[src/rtl/serial_adder_pkg.sv]
// Shared definitions for the bit-serial adder/subtractor: FSM states and
// the supported operand-width range.
package serial_adder_pkg;

  typedef enum logic [1:0] {
    IDLE = 2'd0,
    RUN  = 2'd1,
    DONE = 2'd2
  } state_e;

  localparam int unsigned WIDTH_MIN = 2;
  localparam int unsigned WIDTH_MAX = 64;

endpackage

[src/rtl/serial_adder_full_adder.sv]
// Single-bit full adder; the one arithmetic stage reused every cycle by
// the serial adder.
module full_adder (
  input  logic a_i,
  input  logic b_i,
  input  logic ci_i,
  output logic s_o,
  output logic co_o
);

  assign s_o  = a_i ^ b_i ^ ci_i;
  assign co_o = (a_i & b_i) | (ci_i & (a_i ^ b_i));

endmodule

[src/rtl/serial_adder.sv]
// Bit-serial add/subtract: one full-adder stage, LSB first, WIDTH cycles per
// operation; the result registers hold the previous answer until the next one.
module serial_adder
  import serial_adder_pkg::*;
#(
  parameter int unsigned WIDTH = 8
) (
  input  logic             clk,
  input  logic             rst_n,
  input  logic             start,
  input  logic [WIDTH-1:0] a,
  input  logic [WIDTH-1:0] b,
  input  logic             cin,
  input  logic             sub,
  output logic             busy,
  output logic             done,
  output logic [WIDTH-1:0] sum,
  output logic             cout,
  output logic             ovf
);

  // One extra counter bit so a power-of-two WIDTH never wraps to zero.
  localparam int unsigned CW = $clog2(WIDTH) + 1;
  localparam logic [CW-1:0] LAST_BIT = CW'(WIDTH - 1);

  if (WIDTH < WIDTH_MIN || WIDTH > WIDTH_MAX) begin : g_width_check
    $error("serial_adder: WIDTH out of range");
  end

  state_e           state_q;
  logic [CW-1:0]    cnt_q;
  logic [WIDTH-1:0] a_q;
  logic [WIDTH-1:0] b_q;
  logic [WIDTH-1:0] res_q;
  logic [WIDTH-1:0] sum_q;
  logic             carry_q;
  logic             busy_q;
  logic             done_q;
  logic             cout_q;
  logic             ovf_q;

  logic             fa_s;
  logic             fa_co;
  logic [WIDTH-1:0] res_d;
  logic             last_bit;

  full_adder u_fa (
    .a_i  (a_q[0]),
    .b_i  (b_q[0]),
    .ci_i (carry_q),
    .s_o  (fa_s),
    .co_o (fa_co)
  );

  assign res_d    = {fa_s, res_q[WIDTH-1:1]};
  assign last_bit = (cnt_q == LAST_BIT);

  always_ff @(posedge clk or negedge rst_n) begin
    if (!rst_n) begin
      state_q <= IDLE;
      cnt_q   <= '0;
      a_q     <= '0;
      b_q     <= '0;
      res_q   <= '0;
      sum_q   <= '0;
      carry_q <= 1'b0;
      busy_q  <= 1'b0;
      done_q  <= 1'b0;
      cout_q  <= 1'b0;
      ovf_q   <= 1'b0;
    end else begin
      case (state_q)
        IDLE: begin
          done_q <= 1'b0;
          if (start) begin
            // Subtraction is A + ~B + 1, so invert B and force the carry-in.
            a_q     <= a;
            b_q     <= b ^ {WIDTH{sub}};
            carry_q <= sub ? 1'b1 : cin;
            cnt_q   <= '0;
            busy_q  <= 1'b1;
            state_q <= RUN;
          end
        end
        RUN: begin
          a_q     <= a_q >> 1;
          b_q     <= b_q >> 1;
          res_q   <= res_d;
          carry_q <= fa_co;
          cnt_q   <= cnt_q + 1'b1;
          if (last_bit) begin
            // On the MSB step carry_q still holds the carry into the MSB.
            sum_q   <= res_d;
            cout_q  <= fa_co;
            ovf_q   <= carry_q ^ fa_co;
            busy_q  <= 1'b0;
            done_q  <= 1'b1;
            state_q <= DONE;
          end
        end
        DONE: begin
          done_q  <= 1'b0;
          state_q <= IDLE;
        end
        default: begin
          busy_q  <= 1'b0;
          done_q  <= 1'b0;
          state_q <= IDLE;
        end
      endcase
    end
  end

  assign busy = busy_q;
  assign done = done_q;
  assign sum  = sum_q;
  assign cout = cout_q;
  assign ovf  = ovf_q;

endmodule

[config.mk]
export PLATFORM = sky130hd
export DESIGN_NAME = serial_adder
export DESIGN_NICKNAME = d
export VERILOG_FILES = /design/src/rtl/serial_adder_pkg.sv /design/src/rtl/serial_adder_full_adder.sv /design/src/rtl/serial_adder.sv
export SDC_FILE = /design/constraint.sdc
export NUM_CORES = 1
export LEC_CHECK = 0
export CORE_ASPECT_RATIO = 0.75
export CORE_MARGIN = 4
export CORE_UTILIZATION = 47
export CTS_CLUSTER_DIAMETER = 40
export DETAILED_ROUTE_END_ITERATION = 8
export HOLD_SLACK_MARGIN = 0.06
export PLACE_DENSITY = 0.8
export SLEW_MARGIN = 20
export SYNTH_ARGS = -nofsm -noshare
export SYNTH_HDL_FRONTEND = slang
export SYNTH_SLANG_ARGS = --single-unit
[constraint.sdc]
create_clock -name clk -period 1.4 [get_ports clk]
set_input_delay 0.42 -clock clk [delete_from_list [all_inputs] [get_ports clk]]
set_output_delay 0.42 -clock clk [all_outputs]
set_load 0.005 [all_outputs]
==> summary.md, run 1 <==
| Metric | Value |
|---|---|
| Post-route DRC | `0` |
| Fin crit period | `1433 ps` |
| CP Launch Type | `flop` |
| Worst path arrival time | `1620 ps` |
| Via count | `1483` |
| Most common cell in the synthesized netlist | `dfrtp_1` |
| Area added between synthesis and finish | `46.32%` |
| Layout cells sized above 1 | `0.3534` |
| Fin cells | `284` |
| Top_reg_cell synth | `dfrtp_1` |
| Relative slew margins | `0.7910` |
| WL/cell | `15.07 um` |
| CTS Hold Bufs | `0` |
| Worst-Skew Late Latency | `300 ps` |
| Initial antenna violation count | `0` |
| Syn Inst Count | `153` |
| HP Class | `in -> async` |
| Longest Clk Path Bufs | `2` |
| Fin. Hold Viols | `0` |
| Ranking of synthesized cells by area | `dfrtp_1, mux2_4, mux2_2` |
| Via/cell ratio | `5.222` |
| Largest net degree at the start of global routing | `43` |
| First-pass GRT wire length | `7169 um` |
| Hold Worst Slack | `80.52 ps` |
| Max-Cap Viols | `0` |
| Run status | `finished with violations` |
| Synth Net Count | `176` |
| RD Place Congestion | `0.8367` |
| Placement Rows | `19` |
| Vias in the first global route | `1520` |
| Failing checks | `setup timing` |
| Ant diodes | `0` |
| Routed wire length | `4279 um` |
| Final count of pins violating max slew | `0` |
| Post-synth top area share | `0.5574` |
| Overall die height | `62.86 um` |
| Die Area | `0.005100 mm2` |
| Worst Tran Pin Value | `313.2 ps` |
| Crit. End Element | `flop` |
| IO Count | `33` |
| Setup WS post-layout | `-33.31 ps` |
| Period utilization | `1.024` |
| Root Buffer | `clkbuf_8` |
| Clk slew on worst S/H paths | `80 ps` |
| Post-Syn Area per Cell | `12.32 um2` |
| Mapped Area | `0.001886 mm2` |
| Post-synth top area cell | `dfrtp_1` |
| H-tree depth | `2` |
| Power density cells | `2102 mW/mm2` |
| Number of enable flip-flop cells after synthesis | `0` |
| Fmax | `0.6977 GHz` |
| Util after Layout | `0.7345` |
| Syn. warnings | `0` |
| Cell leakage power | `1.295 nW` |
| Worst EP required | `1590 ps` |
| Overall power | `5.800 mW` |
| IO buf count | `32` |
| Post-route ant nets | `0` |
| TritonCTS Buffers | `5` |
| # clock sinks | `42` |
| DIE WIDTH | `81.14 um` |
| Final Skew | `9.583 ps` |
| TritonCTS clock tree | `done` |
| Detailed placer's ending HPWL | `2841 um` |
| Critical path type | `reg -> reg` |
| VDD IR max | `1.408 mV` |
| Placed Cells | `253` |
| Initial core utilization | `0.5020` |
| Drt pass-1 iters | `4` |
| Yosys reg bits | `42` |
| # setup viols final | `8` |
| Synth cell count leaders | `dfrtp_1, nand2_1, mux2_4, nor2_1, o21ai_0` |
| Nets@finish | `254` |
| Ys async rst share | `1.000` |
| Yosys cell types | `37` |
| Fin Setup TNS | `-223.3 ps` |
| Register area share after synthesis | `0.5574` |
| RSZ-0062 raised after global routing | `yes` |
| Core area | `0.003756 mm2` |
| DRT iter0 DRCs | `187` |
| GRT Total Usage | `0.1849` |
| Grt ovf | `0` |
| CP Max Fanout | `7` |
==> worst max-delay path, cell delays in order (launching register included) <==
cell      delay [ps]
dfrtp_1          470
nand2b_1         160
nor2_4           150
buf_12           130
buf_8            110
mux2_4           290
==> area by class of cell <==
type,instances,area [um2]
Clock buffer,5,68.82
Clock inverter,3,43.79
Fill cell,263,997.2
Inverter,1,3.754
Multi-Input combinational cell,100,804.5
Sequential cell,42,1051
Tap cell,52,65.06
Timing Repair Buffer,81,721.9
==> cell families after synthesis <==
group                      share of synthesized area
DFF                                           0.5574
and+or+nand+nor                              0.09555
AOI/OAI and AO/OA                             0.1307
muxes                                         0.1248
buffers and inverters                        0.03251
xor gates and xnor gates                     0.04181
adders and majority gates                    0.01725
==> layout by cell type (no fill, tap or decap), drive strengths merged, types with 2 or more instances in the layout <==
cell type      count
buf               50
dfrtp             42
clkdlybuf4s50     18
mux2              17
nand2             14
o21ai             11
nor2              10
a22oi              8
clkdlybuf4s15      8
xnor2              7
a221o              5
clkbuf             5
dlygate4sd2        5
nand3b             3
and2               2
a21oi              2
xor2               2
o211ai             2
nand3              2
nor2b              2
inv                2
==> stage by stage <==
stage	cell area (um2)	setup WS (ps)
global route	2759	-86.81
global placement	2431	-318.5
finish	2759	-33.31
detailed placement	2431	-382.9
floorplan	1888	3.006
CTS	2716	-15.65
==> layer usage <==
metal  routed length, um  GRT usage
met5                   0          0
met4                  55    0.06962
met3                 160    0.04467
met2                2183     0.3105
met1                1881     0.2277
==> where the power goes <==
part | internal (mW) | leakage (nW) | switching [mW]
registers | 1.74 | 0.536 | 0.349
clock network | 0.534 | 0.0585 | 0.426
logic | 1.66 | 0.700 | 1.10
total | 3.93 | 1.29 | 1.87
==> repair_timing <==
action,CTS,global route
resized for setup,23,9
buffers inserted,19,4
pin swaps,2,4
endpoints found under the setup margin,32,26
==> final timing paths <==
check                                start     end  slack (ps)  cells after the start
worst max-delay path            state_q[0]  sum[3]         -30                      5
worst min-delay path                 rst_n  b_q[7]          80                      2
worst max register to register  state_q[0]  sum[3]         -30                      5
worst min register to register      a_q[7]  a_q[7]         500                      1
max in group asynchronous            rst_n  a_q[3]        1120                      2
min in group clk                    a_q[7]  a_q[7]         500                      1
==> sequential cells by signal, indices dropped and copies added (netlist names) <==
name / cells
cnt_q: 4
cout: 1
res_q: 7
sum: 8
state_q: 2
a_q: 8
b_q: 8
done: 1
ovf: 1
busy: 1
carry_q: 1
(Power assumes the default switching activity.)
==> run 2, diff against run 1 <==
Settings changed: TNS_END_PERCENT set to 50.
==> run 2 against run 1 <==
  * The run still ends with setup timing left
  * Setup slack got worse by 8.8 ps
  * Worst hold slack got worse by 7.2 ps
  * Global-route usage decreased by 1.2 points
  * Non-clock buffer count decreased by 9
  * Sequential power about the same
  * Fmax decreased by 0.61%
  * Largest cell class unchanged
==> summary.md, run 2 (synthesis gave the netlist of run 1 again) <==
| Metric | Value |
|---|---|
| Worst path arrival time | `1630 ps (about the same)` |
| Clk slew on worst S/H paths | `80 ps (about the same)` |
| Grt ovf | `0 (unchanged)` |
| Worst-Skew Late Latency | `300 ps (about the same)` |
| Run status | `finished with violations` |
| Area of the multi-input gates | `813.3 um2 (+1.1%)` |
| Placed Cells | `253 (unchanged)` |
| Power density cells | `2115 mW/mm2 (+0.62%)` |
| Fin. Hold Viols | `0 (unchanged)` |
| Detailed placer's ending HPWL | `2841 um (unchanged)` |
| Initial antenna violation count | `0 (unchanged)` |
| Via/cell ratio | `5.265 (+0.84%)` |
| Setup WS post-layout | `-42.13 ps (-8.823 ps)` |
| RSZ-0062 raised after global routing | `yes` |
| # clock sinks | `42 (unchanged)` |
| Area added between synthesis and finish | `43.13%` |
| Fin crit period | `1442 ps (+8.823 ps)` |
| Core area | `0.003756 mm2 (unchanged)` |
| Cell Int Power | `3.865 mW (-1.5%)` |
| Flop pwr share | `0.369 (+0.009)` |
| Final Skew | `8.724 ps (-0.8587 ps)` |
| Post-route DRC | `0 (unchanged)` |
| Longest Clk Path Bufs | `2 (unchanged)` |
| Cell leakage power | `1.249 nW (-3.5%)` |
| DIE WIDTH | `81.14 um (unchanged)` |
| Layout cells sized above 1 | `0.3363 (-0.01713)` |
| Place WS | `-382.9 ps (unchanged)` |
| Post-route ant nets | `0 (unchanged)` |
| TritonCTS Buffers | `5 (unchanged)` |
| RD Place Congestion | `0.8367 (unchanged)` |
| Largest net degree at the start of global routing | `43 (unchanged)` |
| Overall power | `5.709 mW (-1.6%)` |
| # setup viols final | `10 (+2)` |
| Relative slew margins | `0.6508 (-0.1402)` |
| Fill cells | `275 (+4.6%)` |
| Fmax | `0.6934 GHz (-0.61%)` |
| CP Launch Type | `flop` |
| Sw Share | `0.3230 (about the same)` |
| Overall die height | `62.86 um (unchanged)` |
| Worst EP required | `1590 ps (about the same)` |
| Nets@finish | `245 (-3.5%)` |
| Fin cells | `275 (-3.2%)` |
| Critical path type | `reg -> reg` |
| First-pass GRT wire length | `6755 um (-5.8%)` |
| Max-Cap Viols | `0 (unchanged)` |
| Final count of pins violating max slew | `0 (unchanged)` |
| TritonCTS clock tree | `done` |
| Initial core utilization | `0.5020 (unchanged)` |
| Failing checks | `setup timing` |
| Period utilization | `1.030 (+0.006302)` |
| IO Count | `33 (unchanged)` |
| Worst Tran Pin Value | `521.9 ps (+208.7 ps)` |
| Clk network pwr share | `0.169 (+0.003)` |
| HP Class | `in -> async` |
| CTS Hold Bufs | `0 (unchanged)` |
| Drt pass-1 iters | `4 (unchanged)` |
| H-tree depth | `2 (unchanged)` |
| DRT iter0 DRCs | `180 (-3.7%)` |
| GRT Total Usage | `0.1729 (-0.01198)` |
| Fin Setup TNS | `-274.1 ps (-50.78 ps)` |
| Root Buffer | `clkbuf_8` |
| Via count | `1448 (-2.4%)` |
| CP Max Fanout | `5 (-2)` |
| Commonest non-fill, non-tap cell in the layout | `dfrtp_1` |
| Ant diodes | `0 (unchanged)` |
| Placement Rows | `19 (unchanged)` |
| Die Area | `0.005100 mm2 (unchanged)` |
| FF+latch area | `0.001052 mm2 (+0.12%)` |
| Launching point of the worst reg2reg path | `cnt_q[1]` |
| Most frequent cells in the layout | `dfrtp_1, buf_4, clkdlybuf4s50_1` |
| Critical Path Start | `cnt_q[1]` |
| Net Sw Power | `1.844 mW (-1.6%)` |
| Crit. End Element | `flop` |
| Routed wire length | `4171 um (-2.5%)` |
| VDD IR max | `1.358 mV (-3.5%)` |
| Vias in the first global route | `1466 (-3.6%)` |
| Combinational Power Share | `0.462 (-0.013)` |
| IO buf count | `32 (unchanged)` |
| WL/cell | `15.17 um (+0.67%)` |
-- run 2: layer usage --
| layer | wire length, um | vias up | global-route usage |
|---|---|---|---|
| met5 | 0 | - | 0 |
| met4 | 55 | 0 | 0.06962 |
| met3 | 170 | 5 | 0.04467 |
| met2 | 2092 | 31 | 0.2879 |
| met1 | 1852 | 730 | 0.2114 |
| li1 | - | 682 | - |
-- run 2: final timing paths --
kind	endpoint	slack, ps	cells past startpoint
min	a_q[7]	70	2
max	sum[5]	-40	5
min in group clk	a_q[7]	500	1
max in group asynchronous	state_q[1]	1120	2
min reg2reg	a_q[7]	500	1
max reg2reg	sum[5]	-40	5
-- run 2: power groups by stage --
stage / sequential (mW) / clock (mW) / combinational, mW
after global placement: 2.06 / 0 / 2.24
after floorplan: 2.03 / 0 / 1.38
final: 2.11 / 0.963 / 2.64
after CTS: 2.06 / 0.981 / 2.45
after detailed placement: 2.10 / 0 / 2.33
after global routing: 2.18 / 1.05 / 2.86
-- run 2: through the flow --
stage,instance area (um2),utilization,hold WS [ps]
CTS,2608,0.6942,84.28
detailed placement,2431,0.6472,410.7
floorplan,1888,-,124.4
global placement,2431,0.6472,402.3
global route,2699,0.7185,86.32
finish,2699,0.7185,73.28
-- run 2: layout make-up --
class	count	share of cell area
timing repair buffer	72	0.2415
inverter	1	0.001391
tap	52	0.02411
clock buffer	5	0.02550
clock inverter	3	0.01623
sequential	42	0.3899
multi-input combinational	100	0.3013
-- run 2: repair_timing --
item	CTS	global route
setup buffers	10	3
resized for setup	17	14
gates cloned	0	1
setup endpoints to repair	32	18
pin swaps	0	2
-- run 2: worst max-delay path, cell delays in order, from the launching register on --
cell and delay, ps:
dfrtp_1 420, ha_4 180, nand3b_4 100, nor2_4 160, clkbuf_16 180, mux2_4 300
